==> config.mk <==
export PLATFORM = sky130hd
export DESIGN_NAME = ppl_pc_gen
export DESIGN_NICKNAME = d
export VERILOG_FILES = /design/src/rtl/ppl_pkg.sv /design/src/rtl/ppl_redir_sel.sv /design/src/rtl/ppl_pc_gen.sv
export SDC_FILE = /design/constraint.sdc
export NUM_CORES = 1
export LEC_CHECK = 0
export CORE_ASPECT_RATIO = 1.5
export CORE_MARGIN = 4
export CORE_UTILIZATION = 35
export DETAILED_ROUTE_END_ITERATION = 6
export HOLD_SLACK_MARGIN = 0.03
export PLACE_DENSITY = 0.64
export SLEW_MARGIN = 0
export SYNTH_ARGS = -nofsm -noshare
export SYNTH_HDL_FRONTEND = slang
export SYNTH_HIERARCHICAL = 1
export SYNTH_SLANG_ARGS = --single-unit
==> constraint.sdc <==
create_clock -name clk -period 3.06 [get_ports clk]
set_input_delay 0.306 -clock clk [delete_from_list [all_inputs] [get_ports clk]]
set_output_delay 0.306 -clock clk [all_outputs]
set_load 0.05 [all_outputs]
==> src/rtl/ppl_pkg.sv <==
// Shared types for the fetch-stage PC generator: FSM state encoding and the
// redirect priority encoding used by both the selector and the pending latch.
package ppl_pkg;

  // Fetch FSM states.
  typedef enum logic [1:0] {
    ST_BOOT = 2'd0,
    ST_REQ  = 2'd1,
    ST_HOLD = 2'd2
  } state_t;

  // Redirect priority; a larger value wins. NONE doubles as "pending empty".
  typedef enum logic [1:0] {
    PRIO_NONE = 2'd0,
    PRIO_JMP  = 2'd1,
    PRIO_BR   = 2'd2,
    PRIO_EXC  = 2'd3
  } prio_t;

endpackage : ppl_pkg

==> src/rtl/ppl_redir_sel.sv <==
// Combinational redirect selector: picks the highest-priority live redirect,
// aligns its target to STEP, compares it with the pending redirect and
// produces the PC to load on the next advance.
module ppl_redir_sel
  import ppl_pkg::*;
#(
  parameter int WIDTH = 32,
  parameter int STEP  = 4
) (
  input  logic             exc_valid,
  input  logic [WIDTH-1:0] exc_pc,
  input  logic             br_valid,
  input  logic [WIDTH-1:0] br_pc,
  input  logic             jmp_valid,
  input  logic [WIDTH-1:0] jmp_pc,
  input  prio_t            pend_prio,
  input  logic [WIDTH-1:0] pend_pc,
  input  logic [WIDTH-1:0] pc,
  output prio_t            cur_prio,
  output logic [WIDTH-1:0] cur_pc,
  output logic             cur_wins,
  output logic [WIDTH-1:0] next_pc
);

  // Clears the low log2(STEP) bits so every target is STEP-aligned.
  localparam logic [WIDTH-1:0] ALIGN_MASK = ~(WIDTH'(STEP - 1));

  logic [WIDTH-1:0] raw_pc;

  // Fixed-priority pick: exception over branch over jump.
  always_comb begin
    // NOTE: every output of a combinational block gets a default first so no
    // path leaves it unassigned, which would otherwise infer a latch.
    cur_prio = PRIO_NONE;
    raw_pc   = '0;
    if (exc_valid) begin
      cur_prio = PRIO_EXC;
      raw_pc   = exc_pc;
    end else if (br_valid) begin
      cur_prio = PRIO_BR;
      raw_pc   = br_pc;
    end else if (jmp_valid) begin
      cur_prio = PRIO_JMP;
      raw_pc   = jmp_pc;
    end
  end

  assign cur_pc = raw_pc & ALIGN_MASK;

  // A live redirect beats the pending one on equal or higher priority; an
  // empty pending slot is PRIO_NONE, so any live redirect wins it.
  assign cur_wins = (cur_prio != PRIO_NONE) && (cur_prio >= pend_prio);

  // Advance target: winning live redirect, then pending, then sequential
  // (wraps modulo 2^WIDTH).
  always_comb begin
    next_pc = pc + WIDTH'(STEP);
    if (cur_wins) begin
      next_pc = cur_pc;
    end else if (pend_prio != PRIO_NONE) begin
      next_pc = pend_pc;
    end
  end

endmodule : ppl_redir_sel

==> src/rtl/ppl_pc_gen.sv <==
// Fetch-stage PC generator: prioritised redirects, a pending-redirect latch
// that survives stalls and slow fetches, a req/ack handshake toward imem and
// a valid flag that squashes wrong-path fetches.
module ppl_pc_gen
  import ppl_pkg::*;
#(
  parameter int               WIDTH     = 32,
  parameter int               STEP      = 4,
  parameter logic [WIDTH-1:0] RESET_VEC = WIDTH'(-STEP)
) (
  input  logic             clk,
  input  logic             reset,
  input  logic             stall_i,
  input  logic             exc_valid_i,
  input  logic [WIDTH-1:0] exc_pc_i,
  input  logic             br_valid_i,
  input  logic [WIDTH-1:0] br_pc_i,
  input  logic             jmp_valid_i,
  input  logic [WIDTH-1:0] jmp_pc_i,
  output logic             fetch_req_o,
  input  logic             fetch_ack_i,
  output logic [WIDTH-1:0] pc_o,
  output logic             fetch_valid_o,
  output logic             pend_o
);

  state_t           state;
  prio_t            pend_prio;
  logic [WIDTH-1:0] pend_pc;
  prio_t            cur_prio;
  logic [WIDTH-1:0] cur_pc;
  logic             cur_wins;
  logic [WIDTH-1:0] next_pc;
  logic             advance;

  ppl_redir_sel #(
    .WIDTH (WIDTH),
    .STEP  (STEP)
  ) u_redir_sel (
    .exc_valid (exc_valid_i),
    .exc_pc    (exc_pc_i),
    .br_valid  (br_valid_i),
    .br_pc     (br_pc_i),
    .jmp_valid (jmp_valid_i),
    .jmp_pc    (jmp_pc_i),
    .pend_prio (pend_prio),
    .pend_pc   (pend_pc),
    .pc        (pc_o),
    .cur_prio  (cur_prio),
    .cur_pc    (cur_pc),
    .cur_wins  (cur_wins),
    .next_pc   (next_pc)
  );

  // The PC moves only on these cycles; stall is ignored in BOOT and the PC
  // never changes while a request is outstanding.
  assign advance = (state == ST_BOOT)
                || ((state == ST_REQ)  && fetch_ack_i && !stall_i)
                || ((state == ST_HOLD) && !stall_i);

  assign pend_o = (pend_prio != PRIO_NONE);

  // Any redirect seen at or before the ack marks that fetch as wrong-path.
  assign fetch_valid_o = (state == ST_REQ) && fetch_ack_i && !pend_o
                      && (cur_prio == PRIO_NONE);

  // Fetch FSM with a registered request output.
  always_ff @(posedge clk or negedge reset) begin
    // NOTE: sequential state uses non-blocking assignments so every register
    // samples pre-edge values regardless of statement order.
    if (!reset) begin
      state       <= ST_BOOT;
      fetch_req_o <= 1'b0;
    end else begin
      unique case (state)
        ST_BOOT: begin
          state       <= ST_REQ;
          fetch_req_o <= 1'b1;
        end
        ST_REQ: begin
          if (fetch_ack_i && stall_i) begin
            state       <= ST_HOLD;
            fetch_req_o <= 1'b0;
          end
        end
        ST_HOLD: begin
          if (!stall_i) begin
            state       <= ST_REQ;
            fetch_req_o <= 1'b1;
          end
        end
        default: begin
          state       <= ST_BOOT;
          fetch_req_o <= 1'b0;
        end
      endcase
    end
  end

  // PC register and pending-redirect latch: advance consumes the pending
  // redirect; otherwise a live redirect of equal or higher priority replaces it.
  always_ff @(posedge clk or negedge reset) begin
    if (!reset) begin
      pc_o      <= RESET_VEC;
      pend_prio <= PRIO_NONE;
      pend_pc   <= '0;
    end else if (advance) begin
      pc_o      <= next_pc;
      pend_prio <= PRIO_NONE;
      pend_pc   <= '0;
    end else if (cur_wins) begin
      pend_prio <= cur_prio;
      pend_pc   <= cur_pc;
    end
  end

endmodule : ppl_pc_gen

[After elaboration in Yosys (flattened, before gate mapping)]
Index checks and enable logic that the tools add are counted.
Word-level totals
  memories kept: 0
  bits in latches: 0
  register bits after elaboration: 69
  memory bits (writable): 0
  logic and storage cells: 46
  input bits: 103
  output and inout bits: 35
  bits in read-only memories: 0
Operators by class
  mux-type cells: 18
  divide/modulo/power cells: 0
  bitwise logic cells: 0
  multipliers: 0
  magnitude comparators: 1
  shift-type cells: 0
  eq/ne operators: 4
  add/sub/neg operators: 1
  reductions and logical operators: 17
Operator list (count)
  32-bit two-way mux: 7
  32-bit by 3-bit adder with 32-bit output (second input constant): 1
  2-bit two-way mux: 6
  1-bit logical AND: 7
  2-bit case mux with 3 select lines: 1
  2-bit nonzero test: 3
  2-bit zero test: 2
  1-bit two-way mux: 3
  1-bit case mux with 3 select lines: 1
  2-bit by 1-bit equality test with 1-bit output (second input constant): 1
  2-bit equality test (second input constant): 1
  2-bit >= comparator: 1
  1-bit zero test: 2
  1-bit logical OR: 2
  2-bit by 1-bit inequality test with 1-bit output (second input constant): 1
  2-bit inequality test (second input constant): 1
  2-bit AND reduction: 1

[Depth between registers and ports, before layout]
  depth after elaboration: 7
  gate-level depth with buffers: 14
  gate-level depth less buffers: 10

[Modules after synthesis]
The synthesis kept the hierarchy.
By module, submodules not included
  ppl_pc_gen: seq. area each 1739.2 µm², area an instance 2746.4 µm², instances 1, cells each 192
  ppl_redir_sel: seq. area each 0.0 µm², area an instance 1871.8 µm², instances 1, cells each 338

[Worst setup path before layout]
No wires, ideal clock.
  path type: input port to flip-flop
  start: input exc_valid_i
  end: register pend_pc[10]
  cell stages on the path: 14
  required time: 2.941 ns
  setup time: 0.119 ns
  data arrival time: 2.668 ns
  buffers on the path: 6
  slack: 0.274 ns
  cell sequence: clkbuf_1 > clkbuf_1 > nor2_1 > ha_1 > inv_1 > a21boi_0 > o22ai_2 > inv_2 > buf_2 > buf_2 > buf_2 > buf_2 > mux2i_1 > nor2_1
Between the ends
  longest elaborated chain between the ends: 4
  elaborated cells on any way between the ends: 8
  those cells by class: order compare: 1; mux: 4; reduce/logical: 3
Ends and longest elaborated chain
  start, declared: RTL line ppl_pc_gen.sv:14  | input logic exc_valid_i,
  2-bit two-way mux (*): RTL line ppl_redir_sel.sv:36  | if (exc_valid) begin
  2-bit >= comparator or 2-bit nonzero test (tied branches): RTL line ppl_redir_sel.sv:52  | assign cur_wins = (cur_prio != PRIO_NONE) && (cur_prio >= pend_prio);
  1-bit logical AND (*): RTL line ppl_redir_sel.sv:52
  named net cur_wins: RTL line ppl_pc_gen.sv:32  | logic cur_wins;
  2-bit nonzero test (no line) (*)
  end signal, assigned: RTL line ppl_pc_gen.sv:113  | pend_pc <= cur_pc;
  end, declared: RTL line ppl_pc_gen.sv:29  | logic [WIDTH-1:0] pend_pc;
Mark *: on every way through the listed nets, which the timed path passes. The rest lies on a longest branch. The select of a mux whose other input is x is not followed.
A chain may end at the register's enable or synchronous reset.

[Worst setup path in the final report]
  start: register pc_o[2]
  end: register pc_o[28]
Between the ends
  longest elaborated chain between the ends: 3
Ends and longest elaborated chain
  start, declared: RTL line ppl_pc_gen.sv:22  | output logic [WIDTH-1:0] pc_o,
  start signal, assigned: RTL line ppl_pc_gen.sv:108  | pc_o <= next_pc;
  32-bit by 3-bit adder with 32-bit output: RTL line ppl_redir_sel.sv:57  | next_pc = pc + WIDTH'(STEP);
  32-bit two-way mux: RTL line ppl_redir_sel.sv:60  | end else if (pend_prio != PRIO_NONE) begin
  32-bit two-way mux: RTL line ppl_redir_sel.sv:58  | if (cur_wins) begin
  named net next_pc[28]: RTL line ppl_pc_gen.sv:33  | logic [WIDTH-1:0] next_pc;
The timed path passes the listed nets, and every way through them passes these cells.

==> metrics.csv <==
stage,metric,value,unit
synth,syn_area_per_cell,8.714,um2
route,detail_route.wl_per_cell,16.58,um
sta,slew_violations,0,
place,io_buffers,131,
route,wl,13410,um
clocking,clk_pin_slew,0.06,ns
critical_path,crit_chain,"ha_1, nand4_4, nor4_4, nand4_1, xor2_1, o22ai_1, mux2_2",
critical_path,r2r_start,pc_o[2]$_DFFE_PN1P_,
route,drtIter0Drc,162,
finish,final_util,0.4891,
critical_path,critPathKind,reg2reg,
clocking,post_cts_resized,0,
route,drc_errors,0,
synth,yosys_register_bits,68,
critical_path,rrSetupSlack,0.67,ns
route,firstDrtPassIters,4,
clocking,cts.sinks,68,
critical_path,slowest_delay,0.59,ns
critical_path,worst-path-buf-inv,0,
synth,postSynthCellCount,530,
clocking,cts-root-buf,clkbuf_16,
route,vias_per_cell,5.304,
critical_path,cp-end-kind,flop,
synth,synth_ff_type,dfrtp_1,
clocking,post_cts_buffers,0,
clocking,cts_made_buffers,9,
sta,max_slew_margin,0.4253,
die,die_area,15130,um2
clocking,postCtsHoldBufs,0,
finish,n_antenna_cell,0,
finish,syn_to_final_growth,37.20,%
die,fp.dieW,101.8,um
critical_path,cp_max_fo,8,
synth,yosys_warnings,6,
sta,setup_viol,0,
critical_path,path_delay_family,simple AND/OR/NAND/NOR gates,
synth,ys_types,48,
die,row_count,51,
global_routing,grt_pass1_vias,4373,
die,start_util,0.3565,
die,die_h,148.7,um
critical_path,arrival,2.65,ns
pwr,p_leak,2.641,nW
synth,synth_edf_count,0,
clocking,cts_tree,built,
pwr,vdd.ir_drop.worst,0.0003358,V
sta,min_period,2.390,ns
global_routing,grt_max_degree,69,
sta,clock.fmax,0.4184,GHz
run,max_cap_violations,0,
critical_path,startpoint,pc_o[2]$_DFFE_PN1P_,
sta,final_hold_viol_count,0,
global_routing,track_usage,0.1811,
critical_path,crit_path_start_kind,flop,
critical_path,critPathSlowestCell,dfstp_2,
place,place_hpwl,9624,um
finish,drive_above_1_share,0.1569,
synth,yosysSeqAreaShare,0.3766,
sta,finalCritPeriodShare,0.7810,
route,antenna_left,0,
synth,async_flop_share,1.000,
sta,worstMarginPinSlew,0.8621,ns
sta,finalSetupTns,0,ns
finish,fillers,1231,
finish,fin_nets,751,
status,run_status,"complete, no violations",
global_routing,grt_pass1_wl,21450,um
place,gp_congestion,0.8337,
pwr,power-per-cell-area,869.9,nW/um2
sta,fin_worst_skew,0.009204,ns
clocking,htree_levels,3,
route,num_vias,4291,
global_routing,grt_overflow,0,
clocking,cts_buffer_depth,2,
die,pin_count,138,
synth,synth_area,4618,um2
global_routing,antenna_found_initial,1,
sta,rsz0062_at_grt,false,
die,coreArea,12950,um2
critical_path,required,3.32,ns
clocking,insertion_delay,0.34,ns
worst_hold_path,hold_path.class,in2async,
worst register-to-register path, stage by stage (launching register included):
cell and delay [ns]:
dfstp_2 0.59, ha_1 0.27, nand4_4 0.18, nor4_4 0.57, nand4_1 0.18, xor2_1 0.16, o22ai_1 0.09, mux2_2 0.28
Yosys cell counts (3+ instances only):
master | count | area, um2
nand2_1 | 67 | 251.5
nor2_1 | 59 | 221.5
o21ai_0 | 52 | 260.3
dfrtp_1 | 38 | 950.9
mux2i_1 | 37 | 370.4
dfstp_2 | 30 | 788.3
a22oi_1 | 29 | 217.7
mux2_2 | 29 | 326.6
a21oi_1 | 21 | 105.1
clkbuf_1 | 21 | 78.83
nand3_1 | 20 | 100.1
xor2_1 | 13 | 113.9
o21ai_1 | 10 | 50.05
and3_1 | 8 | 50.05
buf_2 | 8 | 40.04
nand4_1 | 8 | 50.05
inv_1 | 6 | 22.52
nor3_1 | 6 | 30.03
o22ai_1 | 6 | 37.54
xnor2_1 | 6 | 52.55
buf_6 | 5 | 56.30
buf_4 | 4 | 30.03
nor4_1 | 4 | 25.02
o211ai_1 | 4 | 30.03
a21o_1 | 3 | 22.52
a31oi_1 | 3 | 18.77
ha_1 | 3 | 37.54
mux2_4 | 3 | 45.04
or3_1 | 3 | 18.77
metrics by stage:
step	instance area, um2	hold slack (ns)	power (mW)	setup WS (ns)	cells
6_report	6336	0.1634	5.512	0.6701	809
3_5_place_dp	6052	0.5074	4.564	0.4155	793
4_1_cts	6336	0.2069	5.568	0.6613	809
5_1_grt	6336	0.2421	5.851	0.4540	809
2_1_floorplan	4622	0.01041	3.634	0.2735	531
3_3_place_gp	6052	0.4990	4.516	0.4459	793
cells by family after synthesis:
kind of cell / share of synthesized area
buffers and inverters: 0.05012
other: 0.0008120
DFF: 0.3766
AOI/OAI and AO/OA: 0.1750
muxes: 0.1607
adders and majority gates: 0.008129
and+or+nand+nor: 0.1926
xor gates and xnor gates: 0.03603
power by group:
part           internal, mW  switching [mW]  leakage [nW]
sequential             1.35           0.411         0.815
clock                 0.612           0.372         0.143
combinational          1.13            1.64          1.68
flip-flops by register name (all words and copies together), names as in the netlist:
register,flops
pc_o,32
pend_pc,32
pend_prio,2
state,2
cell usage in the layout, fill, tap and decap left out, drive strengths merged, types with 4 or more instances in the layout:
master	n
clkdlybuf4s50	128
nand3	20
inv	7
o211ai	4
a21oi	21
nor4	5
nor2	59
xor2	13
o22ai	8
dfstp	30
nand4	10
a22oi	29
and3	8
o21ai	62
dfrtp	38
buf	13
nand2	67
mux2	32
xnor2	6
mux2i	37
clkbuf	14
nor3	8
layout make-up:
type,count,area (um2),area share
Inverter,7,26.28,0.004147
Timing Repair Buffer,141,1424,0.2247
Clock buffer,14,274.0,0.04325
Multi-Input combinational cell,418,2664,0.4204
Sequential cell,68,1739,0.2745
Clock inverter,2,10.01,0.001580
Tap cell,159,198.9,0.03140
routing by layer:
| metal | track usage | share of wire |
|---|---|---|
| met5 | 0 | 0.00097 |
| met1 | 0.2082 | 0.39 |
| met3 | 0.04740 | 0.064 |
| met2 | 0.3237 | 0.52 |
| met4 | 0.05456 | 0.019 |
path summary, 6_finish.rpt:
| path | endpoint | cells after the start |
|---|---|---|
| min reg2reg | pend_pc[20]$_DFFE_PN0P_ | 2 |
| max in group asynchronous | pend_pc[8]$_DFFE_PN0P_ | 2 |
| max reg2reg | pc_o[28]$_DFFE_PN1P_ | 7 |
| min in group clk | pend_pc[20]$_DFFE_PN0P_ | 2 |
| max | pc_o[28]$_DFFE_PN1P_ | 7 |
| min | pend_pc[23]$_DFFE_PN0P_ | 2 |
No activity file was read; power rests on OpenSTA's default activity.
